`config.mk`:
```
export PLATFORM = sky130hd
export DESIGN_NAME = fft_sdf_bfly
export DESIGN_NICKNAME = d
export VERILOG_FILES = /design/src/rtl/fft_pkg.sv /design/src/rtl/fft_scale_sat.sv /design/src/rtl/fft_sdf_bfly.sv
export SDC_FILE = /design/constraint.sdc
export NUM_CORES = 1
export LEC_CHECK = 0
export CAP_MARGIN = 20
export CORE_MARGIN = 5
export CORE_UTILIZATION = 40
export DETAILED_ROUTE_END_ITERATION = 8
export SYNTH_ARGS = -nofsm -noshare
export SYNTH_HDL_FRONTEND = slang
export SYNTH_HIERARCHICAL = 1
export SYNTH_SLANG_ARGS = --single-unit
```
`constraint.sdc`:
```
create_clock -name clk -period 4.3 [get_ports clk]
set_clock_uncertainty 0.15 [all_clocks]
set_input_delay 0.86 -clock clk [delete_from_list [all_inputs] [get_ports clk]]
set_output_delay 0.86 -clock clk [all_outputs]
set_load 0.02 [all_outputs]
```
`src/rtl/fft_pkg.sv`:
```
// rtl/fft_pkg.sv - shared constants and state encoding for the SDF butterfly
package fft_pkg;

   localparam int DW_DEF    = 32;
   localparam int SHIFT_DEF = 16;
   localparam int PW        = 65;

   typedef enum logic {
      FILL = 1'b0,
      BFLY = 1'b1
   } state_e;

endpackage

```
`src/rtl/fft_scale_sat.sv`:
```
// rtl/fft_scale_sat.sv - round, arithmetic-shift and reduce one product component (FFT_SAT_EN selects clamp)
module fft_scale_sat
   import fft_pkg::*;
#(
   parameter int DW    = DW_DEF,
   parameter int SHIFT = SHIFT_DEF
) (
   input  logic [PW-1:0] x_i,
   output logic [DW-1:0] s_o
);

   // One extra bit keeps the rounding add from overflowing at the top of the range.
   localparam logic signed [PW:0] HALF = {{PW{1'b0}}, 1'b1} << (SHIFT - 1);

   logic signed [PW:0] rnd;
   logic signed [PW:0] shf;

   assign rnd = $signed({x_i[PW-1], x_i}) + HALF;
   assign shf = rnd >>> SHIFT;

`ifdef FFT_SAT_EN
   localparam logic signed [PW:0] MAXV = {{(PW - DW + 2){1'b0}}, {(DW - 1){1'b1}}};
   localparam logic signed [PW:0] MINV = ~MAXV;

   // Clamp out-of-range values to the nearest representable DW-bit bound.
   always_comb begin
      s_o = shf[DW-1:0];
      if (shf > MAXV) begin
         s_o = {1'b0, {(DW - 1){1'b1}}};
      end else if (shf < MINV) begin
         s_o = {1'b1, {(DW - 1){1'b0}}};
      end
   end
`else
   logic unused_hi;

   assign s_o       = shf[DW-1:0];
   assign unused_hi = ^shf[PW:DW];
`endif

endmodule

```
`src/rtl/fft_sdf_bfly.sv`:
```
// rtl/fft_sdf_bfly.sv - single-delay-feedback radix-2 butterfly (FFT_SAT_EN enables scaled-value clamping)
module fft_sdf_bfly
   import fft_pkg::*;
#(
   parameter int DW      = DW_DEF,
   parameter int N_DELAY = 4,
   parameter int SHIFT   = SHIFT_DEF
) (
   input  logic          clk,
   input  logic          rst_n,
   input  logic          in_valid,
   input  logic [PW-1:0] in_real,
   input  logic [PW-1:0] in_imag,
   output logic          out_valid,
   output logic [DW:0]   out_real,
   output logic [DW:0]   out_imag
);

   localparam int            CW        = (N_DELAY > 1) ? $clog2(2 * N_DELAY) : 1;
   localparam logic [CW-1:0] LAST_FILL = CW'(N_DELAY - 1);
   localparam logic [CW-1:0] LAST      = CW'(2 * N_DELAY - 1);

   logic [DW-1:0] s_re, s_im;
   logic [DW:0]   b_re, b_im;
   logic [DW:0]   head_re, head_im;
   logic [DW:0]   ent_re, ent_im;

   state_e        state_q, state_d;
   logic [CW-1:0] cnt_q, cnt_d;
   logic          pend_q, pend_d;
   logic          out_valid_q, out_valid_d;
   logic [DW:0]   out_real_q, out_real_d;
   logic [DW:0]   out_imag_q, out_imag_d;

   logic [DW:0]   dl_re_q [N_DELAY];
   logic [DW:0]   dl_im_q [N_DELAY];

   fft_scale_sat #(.DW(DW), .SHIFT(SHIFT)) u_scale_re (.x_i(in_real), .s_o(s_re));
   fft_scale_sat #(.DW(DW), .SHIFT(SHIFT)) u_scale_im (.x_i(in_imag), .s_o(s_im));

   assign b_re    = {s_re[DW-1], s_re};
   assign b_im    = {s_im[DW-1], s_im};
   assign head_re = dl_re_q[N_DELAY-1];
   assign head_im = dl_im_q[N_DELAY-1];

   // Next-state: frame counter, phase, pending flag, output register and delay-line entry.
   always_comb begin
      state_d     = state_q;
      cnt_d       = cnt_q;
      pend_d      = pend_q;
      out_valid_d = 1'b0;
      out_real_d  = out_real_q;
      out_imag_d  = out_imag_q;
      ent_re      = b_re;
      ent_im      = b_im;
      if (in_valid) begin
         cnt_d = (cnt_q == LAST) ? '0 : cnt_q + CW'(1);
         case (state_q)
            FILL: begin
               // Head holds the previous frame's differences; stale until one frame completes.
               out_valid_d = pend_q;
               if (pend_q) begin
                  out_real_d = head_re;
                  out_imag_d = head_im;
               end
               if (cnt_q == LAST_FILL) state_d = BFLY;
            end
            BFLY: begin
               out_valid_d = 1'b1;
               out_real_d  = head_re + b_re;
               out_imag_d  = head_im + b_im;
               ent_re      = head_re - b_re;
               ent_im      = head_im - b_im;
               if (cnt_q == LAST) begin
                  state_d = FILL;
                  pend_d  = 1'b1;
               end
            end
            default: state_d = FILL;
         endcase
      end
   end

   // Control and output registers, cleared asynchronously.
   always_ff @(posedge clk or negedge rst_n) begin
      if (!rst_n) begin
         state_q     <= FILL;
         cnt_q       <= '0;
         pend_q      <= 1'b0;
         out_valid_q <= 1'b0;
         out_real_q  <= '0;
         out_imag_q  <= '0;
      end else begin
         state_q     <= state_d;
         cnt_q       <= cnt_d;
         pend_q      <= pend_d;
         out_valid_q <= out_valid_d;
         out_real_q  <= out_real_d;
         out_imag_q  <= out_imag_d;
      end
   end

   // Delay line shifts only on accepted samples; its contents are never reset.
   always_ff @(posedge clk) begin
      if (in_valid) begin
         dl_re_q[0] <= ent_re;
         dl_im_q[0] <= ent_im;
         for (int i = 1; i < N_DELAY; i++) begin
            dl_re_q[i] <= dl_re_q[i-1];
            dl_im_q[i] <= dl_im_q[i-1];
         end
      end
   end

   assign out_valid = out_valid_q;
   assign out_real  = out_real_q;
   assign out_imag  = out_imag_q;

endmodule

```
# After elaboration in Yosys (flattened, before gate mapping)
# Memories as Yosys holds them, arrays and structs flattened.
# Index checks and enable logic that the tools add are counted.
# op_classes
muxes	16
bitwise_logic	1
reduce_logical	2
addsub	7
n_eq_ne	3
# op_table
op	n
$mux 33	6
$pmux 33 s2	2
$add 48x17->48 const B	2
$add 33x33->33	2
$sub 33x33->33	2
$mux 1	5
$pmux 1 s2	2
$add 3x1->3 const B	1
$eq 3x2->1 const B	1
$eq 3x3->1 const B	1
$mux 3	1
$reduce_and 3->1	1
$ne 2x2->1 const B	1
$reduce_and 2->1	1
$not 1->1	1
# word_totals
wordCells	37
ramBits	264
n_memories	2
in_bits	133
ff_bits	72
out_inout_bits	67
# mem_list
name	words	word_bits	read_ports	rd_ports_with_merged_regs	write_ports	line	source
dl_im_q	4	33	4	0	4	fft_sdf_bfly.sv:36	logic [DW:0] dl_im_q [N_DELAY];
dl_re_q	4	33	4	0	4	fft_sdf_bfly.sv:35	logic [DW:0] dl_re_q [N_DELAY];

# Depth between registers and ports, before layout
# Gate-level depths: netlist (run 1).
# logic_depth
ltp_word	4
ltp_mapped	19
ltp_nobuf	17

# Modules after synthesis
# Netlist (run 1), hierarchy kept.
# by_module_without_submodules
mod	area_per_inst_um2	seq_area_each_um2	cells_each	instances
fft_sdf_bfly	18843.1	9729.3	1780	1
fft_scale_sat	643.1	0.0	88	2

# Worst setup path before layout (run 1)
# No wires, ideal clock.
# synth_path
path_kind	input -> register
start	input in_imag[15]
end	register out_imag_q[30], in the netlist out_imag[30]
path_buffers	0
slack_ps	-319
required_ps	4026
arrival_time_ps	4345
setup_time_ps	124
path_stages	16
cell_sequence	ha_1 -> and4_1 -> nor4b_2 -> nand4_1 -> xnor2_1 -> inv_1 -> ha_1 -> or4_4 -> or3_1 -> a211o_1 -> nand4_2 -> a31oi_4 -> o41ai_4 -> a21boi_1 -> mux2i_1 -> a211o_1
# synth_between
elab_chain_len	3
# synth_lines
element	line	source
start, declared	fft_sdf_bfly.sv:13	input logic [PW-1:0] in_imag,
$add 48x17->48	fft_scale_sat.sv:18	assign rnd = $signed({x_i[PW-1], x_i}) + HALF;
net s_im[17]	fft_sdf_bfly.sv:23	logic [DW-1:0] s_re, s_im;
$add 33x33->33	fft_sdf_bfly.sv:71	out_imag_d = head_im + b_im;
$pmux 33 s2	fft_sdf_bfly.sv:58	case (state_q)
end signal, assigned	fft_sdf_bfly.sv:99	out_imag_q <= out_imag_d;
end, declared	fft_sdf_bfly.sv:33	logic [DW:0] out_imag_q, out_imag_d;
# The timed path passes the listed nets, and every way through them passes these cells.
# A chain may end at the register's enable or synchronous reset.

# Worst setup path after layout (run 1)
# Ends and elaborated chain as after synthesis.

==> results.toml, run 1 <==
[route]
wl_per_cell_um = 18.29
drt_iter0_markers = 977
via_count = 17030
drt_first_pass_iters = 8
ant_nets = 0
route.detailed.drc = 0
routed_wl_mm = 60.77
vias_per_cell = 5.125

[global_route]
grt_pass1_vias = 17670
gr-total-overflow = 0
antenna_found_initial = 0
grt_pass1_wl_mm = 95.29
grt_max_degree = 151
grt_usage_pct = 21.87

[finish]
layout-drive-gt1-share_pct = 32.25
fin_nets = 2889
layout-area-overhead-vs-synth_pct = 42.08
n_antenna_cell = 0
seq_area_um2 = 9733
final_core_util_pct = 57.24
nFillCells = 4320
multi_input_area_um2 = 10550

[sta]
period_share_pct = 100.1
setup_viol = 1
fin_ws_ps = -2.763
slew_violations = 0
relSlewSlack_pct = 29.73
whs_ps = 254.0
fmax_mhz = 232.4
min_period_ps = 4303
tightest_slew_ps = 1053
rsz0062_at_grt = "true"
hold_viol = 0

[worst_setup_path]
worstPathRequired_ps = 4590
arrival_ps = 4590
worstSetupPathType = "in -> reg"
crit_fanout = 5
end_kind = "flop"
cp-start-kind = "primary input"

[yosys]
synth_cell_types = 85
synth-async-reset-ratio_pct = 21.43
ys_ff_latch = 336
synth-edff-count = 264
ys_seq_area_share_pct = 48.33
yosysWarnings = 6
avgSynthCellArea_um2 = 10.29
ys_top_cells_by_area = "edfxtp_1 (39%), dfrtp_1 (9.0%), ha_1 (8.2%)"
synth_nets = 2225
synth_cells = 1956
synth_top_area_share_pct = 39.38
synth.top_cells.by_count = "edfxtp_1 (264), a21oi_1 (172), o21ai_0 (163), nand2_1 (152), xnor2_1 (140)"
yosysMostFrequentCell = "edfxtp_1"
synthFlopType = "edfxtp_1"
syn-cell-area_um2 = 20130
synth_top_cell_by_area = "edfxtp_1"

[die]
num_io_pins = 200
core-area_um2 = 49970
die-area_um2 = 54910
dieHeight_um = 234.3
initial_utilization_pct = 40.29
row_count = 82
die_w_um = 234.3

[clock_tree]
htree_levels = 2
cts.clk_slew.worst_paths_ps = 70
numCtsBuffers = 39
cts_tree = "yes"
clkLatencyLatePin_ps = 570
clock-sinks = 336
clk_path_buf_depth = 3
root_buffer = "clkbuf_16"

[power]
p_leak_uw = 0.01238
ir_drop_mv = 0.3733
p_per_area_nw_per_um2 = 463.7

[job]
maxCapViolCount = 0

[placed_design]
portBuffers = 135
gp_congestion = 0.9619
hpwl_mm = 44.61

[min_path]
hold_class = "reg -> reg"

[run_status]
violations = "negative setup slack"
status = "complete, but fails checks"
[timing repair]
action                     4_1_cts  5_1_grt
resized for setup              109      145
setup endpoints to repair       63       57
setup buffers                   25       15
pin swaps                       49       69
hold buffers                     0        0
[layer usage]
metal | vias up | GRT usage (%) | part of all wire, %
li1 | 8399 | - | -
met1 | 8174 | 29.86 | 46
met2 | 360 | 36.85 | 48
met3 | 98 | 2.518 | 3.7
met4 | 0 | 6.550 | 2.6
met5 | - | 0 | 0
[path summary, 6_finish.rpt]
| kind | slack [ps] | to | cells after the start | start |
|---|---|---|---|---|
| min in group asynchronous | 260 | out_real[6]$_DFFE_PN0P_ | 1 | rst_n |
| max in group asynchronous | 2860 | out_imag[15]$_DFFE_PN0P_ | 2 | rst_n |
| max reg2reg | 830 | dl_im_q[0][32]$_DFFE_PP_ | 15 | dl_im_q[3][0]$_DFFE_PP_ |
| min reg2reg | 250 | dl_re_q[3][10]$_DFFE_PP_ | 0 | dl_re_q[2][10]$_DFFE_PP_ |
| min | 250 | dl_re_q[3][10]$_DFFE_PP_ | 0 | dl_re_q[2][10]$_DFFE_PP_ |
| max | -3 | out_imag[30]$_DFFE_PN0P_ | 17 | in_imag[15] |
[worst max-delay path: stages]
cell	delay [ps]
buf_8	80
ha_4	130
and4_4	240
nor4b_4	290
nand3_2	140
xnor2_2	250
inv_2	90
ha_4	250
or4_4	490
or3_4	340
a211o_1	290
nand4_4	100
a31oi_4	120
o41ai_4	420
a21boi_1	130
mux2i_1	130
a211o_1	220
[cell type report]
cell class | instances | share of cell area, %
well taps | 672 | 2.940
multi-input cells | 1397 | 36.90
inverters | 127 | 1.676
clock inverters | 25 | 0.8706
clock buffers | 47 | 3.622
flip-flops and latches | 336 | 34.03
repair buffers | 719 | 19.96
[through the flow]
step / area, um2 / setup slack, ps / instances / power, uW / TNS, ps
CTS: 28060 / 4.053 / 3308 / 13310 / 0
detailed placement: 26180 / -1125 / 3211 / 9781 / -64690
floorplan: 20290 / -74.77 / 1956 / 7329 / -112.6
finish: 28600 / -2.763 / 3323 / 13260 / -2.763
global placement: 26180 / -1069 / 3211 / 9716 / -60830
global route: 28600 / -69.84 / 3323 / 14020 / -246.7
[cells by family after synthesis]
| group | synth area share, % |
|---|---|
| AO/OA/AOI/OAI | 16.83 |
| buffers and inverters | 4.419 |
| adder cells (fa/ha/maj) | 8.603 |
| XOR/XNOR | 7.136 |
| AND/OR/NAND/NOR | 13.16 |
| flip-flops | 48.33 |
| multiplexers | 1.517 |
[cell usage in the layout (no fill, tap or decap), types with 9 or more instances in the layout]
master           netlist  layout
or3_1                 19      17
nor2_1               135     130
a21oi_1              172     153
nor3_1                22      19
clkbuf_2               1      19
nand2b_1              22      22
inv_1                123     114
nor4_1                18      11
edfxtp_1             264     264
clkinv_2               0       9
nor2b_1               14      14
a31oi_1               18      16
mux2i_1               26      26
and2_1                12      10
o21ai_0              163     154
nand2_1              152     148
ha_4                   0      20
buf_4                  3     575
inv_2                  2      11
clkbuf_16              0      39
nand4_1               25      25
a21o_1                36      36
xor2_1                24      20
buf_6                  2       9
ha_1                 132     108
xnor2_1              140     115
o21bai_1              33      32
xnor2_2                0      25
clkdlybuf4s50_1        0     102
dfrtp_1               72      71
o31ai_1               13      10
and3_1                35      32
a21oi_2                2      21
nand3_1               50      40
[power by group]
part / switching (uW) / internal, uW / leakage, uW
registers: 511 / 4450 / 0.00346
logic: 2670 / 2260 / 0.00829
clock network: 1400 / 1970 / 0.000623
total: 4580 / 8680 / 0.0124
[flip-flops by register name, indices dropped and copies added, names as in the netlist, named ones only]
register,count
dl_im_q,132
out_valid,1
dl_re_q,132
out_real,33
pend_q,1
cnt_q,3
out_imag,33
Note: power is estimated with default switching activity, not from simulation.
==> inputs of run 2 (changes only) <==
Settings changed: SYNTH_HIERARCHICAL 1 to not set.
==> run 2 against run 1 <==
Compared with the run above: the run now ends clean; cell count rose by 0.60%; sequential cell count unchanged; sequential share of layout area down 0.14 points; combinational power rose by 2%; via count up 0.81%; critical endpoint is now out_imag[32]$_DFFE_PN0P_; largest power group is now combinational logic; highest routed layer unchanged.
==> results.toml, run 2 <==
[run_status]
status = "finished clean"

[sta]
relSlewSlack_pct = 29.07
fmax_mhz = 237.6
hold_viol = 0
setup_viol = 0
period_share_pct = 97.86
min_period_ps = 4208
tightest_slew_ps = 1060
slew_violations = 0

[worst_setup_path]
end_kind = "flop"
slowest_stage = "or4_4"
cp-start-kind = "primary input"
arrival_ps = 4550
max_stage_delay_ps = 560
path_cells = "clkdlybuf4s50_1, nand3_4, buf_6, or3_4, xor2_2, inv_2, ha_4, inv_1, buf_4, nor2_4, a41oi_4, or4_4, o21ai_4, a211oi_2, xnor2_1, or3_1, a31oi_1"
crit_fanout = 6
crit_buf_inv = 5
worstPathRequired_ps = 4640
worstSetupPathType = "in -> reg"
crit_family = "simple AND/OR/NAND/NOR gates"

[global_route]
grt_usage_pct = 21.58
grt_pass1_vias = 17230
grt_pass1_wl_mm = 93.41
grt_max_degree = 80
antenna_found_initial = 0
gr-total-overflow = 0

[route]
drt_first_pass_iters = 5
routed_wl_mm = 60.81
via_count = 17170
vias_per_cell = 5.136
ant_nets = 0
drt_iter0_markers = 1092
route.detailed.drc = 0
wl_per_cell_um = 18.19

[yosys]
synthFlopType = "edfxtp_1"
yosysWarnings = 0
synth_nets = 2244
avgSynthCellArea_um2 = 10.20
synth-edff-count = 264
synth.top_cells.by_count = "edfxtp_1 (264), a21oi_1 (220), nor2_1 (180), ha_1 (137), inv_1 (133)"
synth-async-reset-ratio_pct = 21.43
synth_top_area_share_pct = 39.45
yosysMostFrequentCell = "edfxtp_1"
ys_top_cells_by_area = "edfxtp_1 (39%), dfrtp_1 (9.0%), ha_1 (8.5%)"
ys_ff_latch = 336
synth_top_cell_by_area = "edfxtp_1"
syn-cell-area_um2 = 20090
synth_cells = 1970
ys_seq_area_share_pct = 48.42
synth_cell_types = 80

[die]
row_count = 82
die-area_um2 = 54810
num_io_pins = 200
core-area_um2 = 49970
die_w_um = 234.1
dieHeight_um = 234.1
initial_utilization_pct = 40.21

[finish]
fin_nets = 2913
layout.cells.most_common = "buf_4"
mostFrequentLayoutCells = "buf_4 (570), edfxtp_1 (264), a21oi_1 (206), nor2_1 (166), inv_1 (127)"
layout-area-overhead-vs-synth_pct = 42.92
reg_top3 = "dl_im_q x132, dl_re_q x132"
layout-drive-gt1-share_pct = 30.85
finalInstanceArea_um2 = 28720
final_core_util_pct = 57.47
n_antenna_cell = 0

[power]
p_leak_uw = 0.01232
p_per_area_nw_per_um2 = 468.8
ir_drop_mv = 0.4353

[job]
maxCapViolCount = 0

[placed_design]
gp_congestion = 0.9127
portBuffers = 135
hpwl_mm = 45.05
place_area_um2 = 26200

[clock_tree]
clock-sinks = 336
root_buffer = "clkbuf_16"
numCtsBuffers = 40
clkLatencyLatePin_ps = 570
cts.clk_slew.worst_paths_ps = 60
htree_levels = 2
clk_path_buf_depth = 3
cts_hold_buffers = 0
cts_tree = "yes"

[min_path]
hold_class = "in -> async"
-- run 2: cell families after synthesis --
| group | share of synthesized area (%) |
|---|---|
| AO/OA/AOI/OAI | 16.48 |
| AND/OR/NAND/NOR | 12.58 |
| buffers and inverters | 4.346 |
| XOR/XNOR | 7.404 |
| flip-flops | 48.42 |
| multiplexers | 1.831 |
| adder cells (fa/ha/maj) | 8.930 |
-- run 2: power breakdown --
part | internal, uW | total [uW] | switching (uW)
Sequential | 4440 | 4920 | 473
Combinational | 2310 | 5040 | 2730
Clock | 2090 | 3500 | 1410
-- run 2: worst reg2reg max path: cells and delay by family (launching register included) --
family	cells	cell delay, ps
muxes	1	220
DFF	1	410
AOI/OAI and AO/OA	5	1220
and+or+nand+nor	2	420
buffers and inverters	3	320
xor gates and xnor gates	1	80
adders and majority gates	2	600
-- run 2: layout make-up --
class,count,area (um2)
Sequential cell,336,9733
Clock buffer,53,1162
Fill cell,4325,21250
Tap cell,672,840.8
Timing Repair Buffer,714,5794
Clock inverter,21,216.5
Inverter,137,516.7
Multi-Input combinational cell,1410,10450
-- run 2: timing repair --
| item | in CTS | in global routing |
|---|---|---|
| buffers inserted | 14 | 14 |
| endpoints found under the setup margin | 59 | 57 |
| pin swaps | 43 | 62 |
| resized for setup | 103 | 119 |
| gates cloned | 0 | 0 |
-- run 2: path summary, 6_finish.rpt --
kind,startpoint,endpoint,slack (ps),depth (start not counted)
setup / recovery,in_imag[27],out_imag[32]$_DFFE_PN0P_,90,17
hold / removal,rst_n,out_imag[2]$_DFFE_PN0P_,200,1
setup reg to reg,dl_re_q[3][0]$_DFFE_PP_,dl_re_q[0][32]$_DFFE_PP_,640,14
hold reg to reg,dl_im_q[1][22]$_DFFE_PP_,dl_im_q[2][22]$_DFFE_PP_,260,0
max in group asynchronous,rst_n,out_imag[20]$_DFFE_PN0P_,2950,2
min in group clk,dl_im_q[1][22]$_DFFE_PP_,dl_im_q[2][22]$_DFFE_PP_,260,0
-- run 2: per-stage QoR --
stage	hold slack (ps)	setup TNS, ps	cells	setup slack (ps)	power, uW
final	204.0	0	3343	91.86	13460
after global routing	252.4	-154.5	3343	-51.76	14220
after CTS	198.2	-68.01	3329	-47.02	13540
after detailed placement	254.5	-61730	3242	-1302	9846
after global placement	250.3	-58090	3242	-1232	9778
after floorplan	250.3	-24.74	1970	-24.74	7393
-- run 2: per-layer routing --
layer  vias to the layer above  global-route usage (%)  wire [um]  part of all wire, %
met5                         -                       0          0                    0
met4                         0                   7.322       1904                  3.1
met3                        92                   3.051       2625                  4.3
met2                       355                   34.33      27700                   46
met1                      8268                   30.47      28580                   47
li1                       8454                       -          -                    -
==> inputs of run 3 (changes only) <==
Settings changed: SLEW_MARGIN set to 20.
==> results of run 3 <==
No change in the layout: final DEF, timing and power equal those of run 2.
